[config.mk]
export PLATFORM = sky130hd
export DESIGN_NAME = dac_tx
export DESIGN_NICKNAME = d
export VERILOG_FILES = /design/src/rtl/dac_tx.sv
export SDC_FILE = /design/constraint.sdc
export NUM_CORES = 1
export LEC_CHECK = 0
export ABC_AREA = 1
export CORE_MARGIN = 2
export CORE_UTILIZATION = 60
export DETAILED_ROUTE_END_ITERATION = 8
export GPL_ROUTABILITY_DRIVEN = 0
export PLACE_DENSITY = 0.86
export RECOVER_POWER = 25
export SYNTH_ARGS = -nofsm -noshare
export SYNTH_HDL_FRONTEND = slang
export SYNTH_SLANG_ARGS = --single-unit
[constraint.sdc]
create_clock -name osc_clk -period 3.4 [get_ports osc_clk]
set_input_delay 1.02 -clock osc_clk [delete_from_list [all_inputs] [get_ports osc_clk]]
set_output_delay 1.02 -clock osc_clk [all_outputs]
set_load 0.05 [all_outputs]
[src/rtl/dac_tx.sv]
// Sample FIFO feeding a 16-bit serial DAC frame (4 config bits + 12 data bits)
// with a tick-divided SCLK and a one-tick LDAC strobe after each frame.
module dac_tx #(
  parameter int          CLK_DIV    = 16,
  parameter int          FIFO_DEPTH = 16,
  parameter logic [3:0]  CFG_BITS   = 4'b0111
) (
  input  logic                          osc_clk,
  input  logic                          reset,
  input  logic [11:0]                   in_data,
  input  logic                          in_valid,
  output logic                          in_ready,
  input  logic                          enable,
  input  logic                          clr_underrun,
  output logic                          dac_cs_n,
  output logic                          dac_sclk,
  output logic                          dac_sdi,
  output logic                          dac_ldac_n,
  output logic                          busy,
  output logic                          underrun,
  output logic [$clog2(FIFO_DEPTH):0]   fifo_level
);

  localparam int AW = $clog2(FIFO_DEPTH);
  localparam int CW = $clog2(CLK_DIV);

  typedef enum logic [2:0] {
    S_IDLE, S_SETUP, S_SHIFT_H, S_SHIFT_L, S_END, S_LATCH
  } state_t;

  // tick divider
  logic [CW-1:0] cnt;
  logic          tick;
  assign tick = (cnt == CW'(CLK_DIV - 1));

  always_ff @(posedge osc_clk or posedge reset) begin
    if (reset)     cnt <= '0;
    else if (tick) cnt <= '0;
    else           cnt <= cnt + 1'b1;
  end

  // sample FIFO
  logic [11:0]   mem [FIFO_DEPTH];
  logic [AW-1:0] wr_ptr, rd_ptr;
  logic [AW:0]   level;
  logic          push, pop;

  assign in_ready   = (level != (AW+1)'(FIFO_DEPTH));
  assign push       = in_valid && in_ready;
  assign fifo_level = level;

  always_ff @(posedge osc_clk) begin
    if (push) mem[wr_ptr] <= in_data;
  end

  always_ff @(posedge osc_clk or posedge reset) begin
    if (reset) begin
      wr_ptr <= '0;
      rd_ptr <= '0;
      level  <= '0;
    end else begin
      if (push) wr_ptr <= wr_ptr + 1'b1;
      if (pop)  rd_ptr <= rd_ptr + 1'b1;
      case ({push, pop})
        2'b10:   level <= level + 1'b1;
        2'b01:   level <= level - 1'b1;
        default: level <= level;
      endcase
    end
  end

  // frame FSM: each state's actions are registered on its tick
  state_t      state, state_d;
  logic [15:0] shreg, shreg_d;
  logic [3:0]  bit_idx, bit_d, bit_m1;
  logic        cs_d, sclk_d, sdi_d, ldac_d, set_ur;

  assign bit_m1 = bit_idx - 4'd1;
  assign busy   = (state != S_IDLE);

  always_comb begin
    state_d = state;
    shreg_d = shreg;
    bit_d   = bit_idx;
    cs_d    = dac_cs_n;
    sclk_d  = dac_sclk;
    sdi_d   = dac_sdi;
    ldac_d  = dac_ldac_n;
    pop     = 1'b0;
    set_ur  = 1'b0;
    if (tick) begin
      ldac_d = 1'b1;
      unique case (state)
        S_IDLE: begin
          cs_d   = 1'b1;
          sclk_d = 1'b0;
          if (enable && level != '0) begin
            pop     = 1'b1;
            shreg_d = {CFG_BITS, mem[rd_ptr]};
            bit_d   = 4'd15;
            state_d = S_SETUP;
          end
        end
        S_SETUP: begin
          cs_d    = 1'b0;
          sclk_d  = 1'b0;
          sdi_d   = shreg[15];
          state_d = S_SHIFT_H;
        end
        S_SHIFT_H: begin
          sclk_d  = 1'b1;
          state_d = S_SHIFT_L;
        end
        // the last bit also gets its low half, so SCLK is low before CS rises
        S_SHIFT_L: begin
          sclk_d = 1'b0;
          if (bit_idx == 4'd0) begin
            state_d = S_END;
          end else begin
            bit_d   = bit_m1;
            sdi_d   = shreg[bit_m1];
            state_d = S_SHIFT_H;
          end
        end
        S_END: begin
          sclk_d  = 1'b0;
          cs_d    = 1'b1;
          state_d = S_LATCH;
        end
        S_LATCH: begin
          ldac_d  = 1'b0;
          set_ur  = enable && (level == '0);
          state_d = S_IDLE;
        end
        default: state_d = S_IDLE;
      endcase
    end
  end

  always_ff @(posedge osc_clk or posedge reset) begin
    if (reset) begin
      state      <= S_IDLE;
      shreg      <= '0;
      bit_idx    <= '0;
      dac_cs_n   <= 1'b1;
      dac_sclk   <= 1'b0;
      dac_sdi    <= 1'b0;
      dac_ldac_n <= 1'b1;
      underrun   <= 1'b0;
    end else begin
      state      <= state_d;
      shreg      <= shreg_d;
      bit_idx    <= bit_d;
      dac_cs_n   <= cs_d;
      dac_sclk   <= sclk_d;
      dac_sdi    <= sdi_d;
      dac_ldac_n <= ldac_d;
      if (clr_underrun) underrun <= 1'b0;
      else if (set_ur)  underrun <= 1'b1;
    end
  end

endmodule
* After elaboration in Yosys (flattened, before gate mapping) *
Memories as Yosys holds them, arrays and structs flattened. A register that Yosys moved wholly into a read port is not among the register bits.
Cells that the tools add are included.

word-level totals
  flip-flop bits (word level) = 42
  bits in latches = 0
  memory bits (writable) = 192
  ROM bits = 0
  input port bits = 17
  output and inout port bits = 12
  logic and storage cells = 77
  memories = 1

cells by class
  $add $sub $neg = 6
  multipliers = 0
  div/mod/pow operators = 0
  magnitude comparators = 1
  eq/ne operators = 11
  shifts and indexed selects = 0
  mux-type cells = 24
  bitwise logic cells = 0
  reductions and logical operators = 22

memory list
  memory  words  width  rd ports  clocked after memory_dff  wr ports  RTL line  source
  mem     16     12     1         1                         1         43        logic [11:0] mem [FIFO_DEPTH];

operator list
  operator             count
  $pmux 3 s5           1
  $add 4x1->4 const B  3
  $mux 1               12
  $mux 4               3
  $reduce_bool 2->1    6
  $pmux 5 s2           1
  $pmux 4 s2           1
  $eq 3x2->1 const B   2
  $eq 3x3->1 const B   2
  $mux 3               2
  $pmux 1 s2           3
  $reduce_and 2->1     3
  $reduce_and 3->1     2
  $add 5x1->5 const B  1
  $logic_not 5->1      1
  $lt 4x5->1 const B   1
  $ne 5x5->1 const B   1
  $reduce_bool 5->1    1
  $sub 5x1->5 const B  1
  $bmux 1 s4           1
  $eq 4x4->1 const B   1
  $logic_not 4->1      1
  $ne 2x2->1 const B   2
  $reduce_and 4->1     1
  other kinds (9)      11

* Depth between registers and ports, before layout *
  depth in word-level cells = 7
  mapped depth = 16

* Worst setup path before layout *
OpenSTA, ideal clock, no wires.

  path type = register -> register
  start = register level[0], in the netlist fifo_level[0]
  end = register level[4], in the netlist fifo_level[4]
  library setup time = 0.118 ns
  data arrival time = 2.969 ns
  data required time = 3.282 ns
  path slack = 0.313 ns
  cell stages (with the launch flop) = 15
  cell sequence = dfrtp_1 -> nor2_1 -> nand4_1 -> nand2_2 -> buf_2 -> ha_1 -> inv_1 -> fa_1 -> inv_1 -> nand2_1 -> nand2_1 -> a21oi_1 -> xor2_1 -> nand2_1 -> nand2_1

on the way
  elaborated cells between the ends (all ways) = 13
  those cells by class = 2 x add/sub; 3 x eq/ne; 4 x mux; 4 x reduce/logical

RTL lines
  item                                             RTL line  source
  start, declared                                  45        logic [AW:0] level;
  start signal, assigned                           65        2'b10: level <= level + 1'b1;
  start signal, assigned                           66        2'b01: level <= level - 1'b1;
  start signal, assigned                           67        default: level <= level;
  $ne 5x5->1 *                                     48        assign in_ready = (level != (AW+1)'(FIFO_DEPTH));
  named net in_ready                               12        output logic in_ready,
  $logic_and 1x1->1 *                              49        assign push = in_valid && in_ready;
  $eq 2x1->1 or $eq 2x2->1 (tied branches)         64        case ({push, pop})
  $pmux 5 s2 or $reduce_bool 2->1 (tied branches)  --

The timed path passes the listed nets; every way through them passes the cells marked *.
A chain may end at the register's enable or synchronous reset.

* Worst setup path in the final report *
  start = register level[0], in the netlist fifo_level[0]
  end = output in_ready

on the way
  word-level cells in the longest chain between the ends = 1

ends and longest elaborated chain
  item           RTL line
  $ne 5x5->1     48
  end, declared  12

No other way between the ends.

==> flow_summary_export.csv <==
group,metric,value,unit
sta,period_share,90.01,%
cts,ctsHoldBuffers,0,
critical_path,start_kind,"flip-flop",
yosys,async_reset_ff_share,17.95,%
cts,post_cts_resized,0,
layout,fill_cells,1231,
detailed_routing,firstDrtPassIters,7,
power,powerDensity,696.4,nW/um2
critical_path,cp_slowest_stage_delay,740,ps
cts,h-tree-depth,1,
grt,grt_max_degree,99,
cts,cts_buffers,25,
sta,hold_viol,0,
yosys,yosys_warnings,0,
hold_path,hold_class,"reg -> reg",
yosys,syn_area_per_cell,9.927,um2
hold_path,min_path_cells,1,
sta,worst_pin_slew,1094,ps
critical_path,endpoint_kind,"output pin",
floorplanning,initial_core_util,61.03,%
floorplanning,io_pins,29,
sta,fin_ws,339.7,ps
detailed_routing,via_per_inst,5.576,
cts,clk_latency,540,ps
grt,track_usage,26.05,%
detailed_routing,vias,7489,
layout,drive_above_1_share,8.326,%
yosys,yosysMostFrequentCell,"nand2_1",
detailed_routing,wl_per_cell,17.32,um
critical_path,slowest_stage,"clkdlybuf4s50_1",
critical_path,path_cells,"nor2_1 > nand4_1 > clkdlybuf4s50_1",
yosys,yosys-top-cells-area,"edfxtp_1, nand2_1, dfrtp_1",
floorplanning,die_h,136.2,um
yosys,synth_edf_count,192,
yosys,synthFlopType,"edfxtp_1",
layout,layout.nets,1127,
detailed_routing,drt-total-wl,23260,um
placement,hpwl,14020,um
flow_run,cap_violations,0,
floorplanning,die_w,136.2,um
cts,cts_setup_buffers,0,
critical_path,r2r_cells,8,
grt,first_global_vias,7294,
grt,grt_first_pass_wirelength,36890,um
power,worst_ir_drop_vdd,0.4813,mV
hold_path,hp-start,"shreg[12]",
sta,skew,14.44,ps
floorplanning,num_rows,48,
yosys,netlist_instances,1056,
yosys,ys_seq_elements,234,
power,cellLeakagePower,5.270,nW
cts,cts_sinks,234,
sta,drv_slew,0,
layout,final_util,69.27,%
critical_path,reg2reg_to,"mem[15][6]",
yosys,ys_top_cells_by_count,"nand2_1, edfxtp_1, inv_1",
floorplanning,die_area,18540,um2
sta,fin_setup_tns,0,ps
cts,clk_path_buf_depth,3,
detailed_routing,drtAntennaViolNets,0,
run_status,status,"finished, final reports clean",
sta,slew_headroom,27.04,%
hold_path,hold_path_end,"shreg[12]",
detailed_routing,drc,0,
layout,area_delta_synth_final,13.51,%
sta,rsz0062_at_grt,"false",
yosys,synth-seq-area-share,65.05,%
cts,cts_tree,"yes",
yosys,synth_cell_types,35,
grt,antenna_found_initial,1,
yosys,synth_nets,1085,
critical_path,r2r-start,"fifo_level[0]",
critical_path,worst_ep_required_time,2380,ps
layout,final_area,11900,um2
sta,post-route-min-period,3060,ps
yosys,syn_area,10480,um2
cts,root_buffer,"clkbuf_16",
floorplanning,core_area,17180,um2
critical_path,arrival,2040,ps
placement,post-place-ws,253.5,ps
critical_path,path_max_fanout,5,
yosys,synth.largest_area_cell,"edfxtp_1",
cts,path_clk_slew,60,ps
critical_path,worst-r2r-setup-slack,710,ps
sta,finalSetupViolations,0,
yosys,synth_top_cell_area_share,55.00,%
placement,placed_area,11080,um2
grt,gr-total-overflow,0,
placement,io_buffers,28,
critical_path,crit_type,"reg -> out",
sta,max_freq,326.8,MHz
detailed_routing,drt_first_iter_violations,849,
[layout by cell type (no fill, tap or decap), drive strengths merged, types with 3 or more instances in the layout]
cell / Yosys / routed
xor2: 8 / 8
edfxtp: 192 / 192
a21oi: 8 / 8
clkdlybuf4s50: 0 / 21
xnor2: 3 / 3
dfrtp: 40 / 40
clkinv: 2 / 15
nor3: 12 / 12
clkbuf: 7 / 29
buf: 37 / 29
bufinv: 0 / 3
ha: 11 / 11
o21ai: 10 / 10
nand2: 342 / 342
dlygate4sd3: 0 / 7
nor2: 18 / 18
nand4: 6 / 6
inv: 181 / 182
nand3: 167 / 167
[metal layers]
layer	share of wire, %	global-route usage [%]	up-vias
met4	2.9	9.028	0
met3	7.9	4.661	60
met2	52	45.28	366
met1	38	33.03	3577
met5	0	0	-
li1	-	-	3486
[report_power, final]
group / leakage (nW) / internal, W / switching (W)
Combinational: 2.62 / 0.000580 / 0.00141
Sequential: 2.24 / 0.00344 / 0.000160
Clock: 0.408 / 0.00159 / 0.00111
[area by class of cell]
cell class	instances	area [um2]	share of cell area (%)
sequential	234	6820	57.32
multi-input combinational	595	2773	23.30
tap	225	281.5	2.366
timing repair buffer	59	506.7	4.259
antenna	1	2.502	0.02103
clock inverter	19	191.4	1.609
inverter	183	690.7	5.804
clock buffer	27	633.1	5.321
[worst max-delay path, delay by kind of cell, from the launching register on]
family | cells | cell delay [ps]
DFF | 1 | 450
and+or+nand+nor | 2 | 320
buffers and inverters | 1 | 740
[registers in the layout (all words and copies together), names as in the netlist]
signal      flops
dac_cs_n        1
dac_sdi         1
dac_sclk        1
state           3
shreg          13
mem           192
underrun        1
dac_ldac_n      1
rd_ptr          4
wr_ptr          4
fifo_level      5
cnt             4
bit_idx         4
[logic make-up (layout without fill, tap and decap cells)]
| kind of cell | after synthesis | in the layout | synth area share (%) |
|---|---|---|---|
| compound gates | 22 | 22 | 1.122 |
| xor+xnor | 11 | 11 | 0.9191 |
| fa+ha+maj | 12 | 12 | 1.504 |
| buf+inv | 227 | 288 | 9.071 |
| flops | 234 | 234 | 65.05 |
| other cells | 0 | 1 | 0 |
| simple gates | 550 | 550 | 22.33 |
[metrics by stage]
step | total power [W] | instances | hold WS, ps
CTS | 0.008298 | 1342 | 466.4
floorplan | 0.004977 | 1056 | 426.4
global route | 0.008639 | 1343 | 488.6
global placement | 0.005477 | 1296 | 450.7
detailed placement | 0.005570 | 1296 | 452.6
finish | 0.008286 | 1343 | 461.3
[worst max-delay path by stage]
| stage | start | endpoint | cells past startpoint |
|---|---|---|---|
| after floorplan | fifo_level[0] | fifo_level[4] | 14 |
| after detailed placement | enable | fifo_level[4] | 13 |
| after global routing | fifo_level[0] | in_ready | 3 |
| final | fifo_level[0] | in_ready | 3 |
| after CTS | fifo_level[0] | in_ready | 3 |
| after global placement | enable | fifo_level[4] | 13 |
No activity file was read; power rests on OpenSTA's default activity.
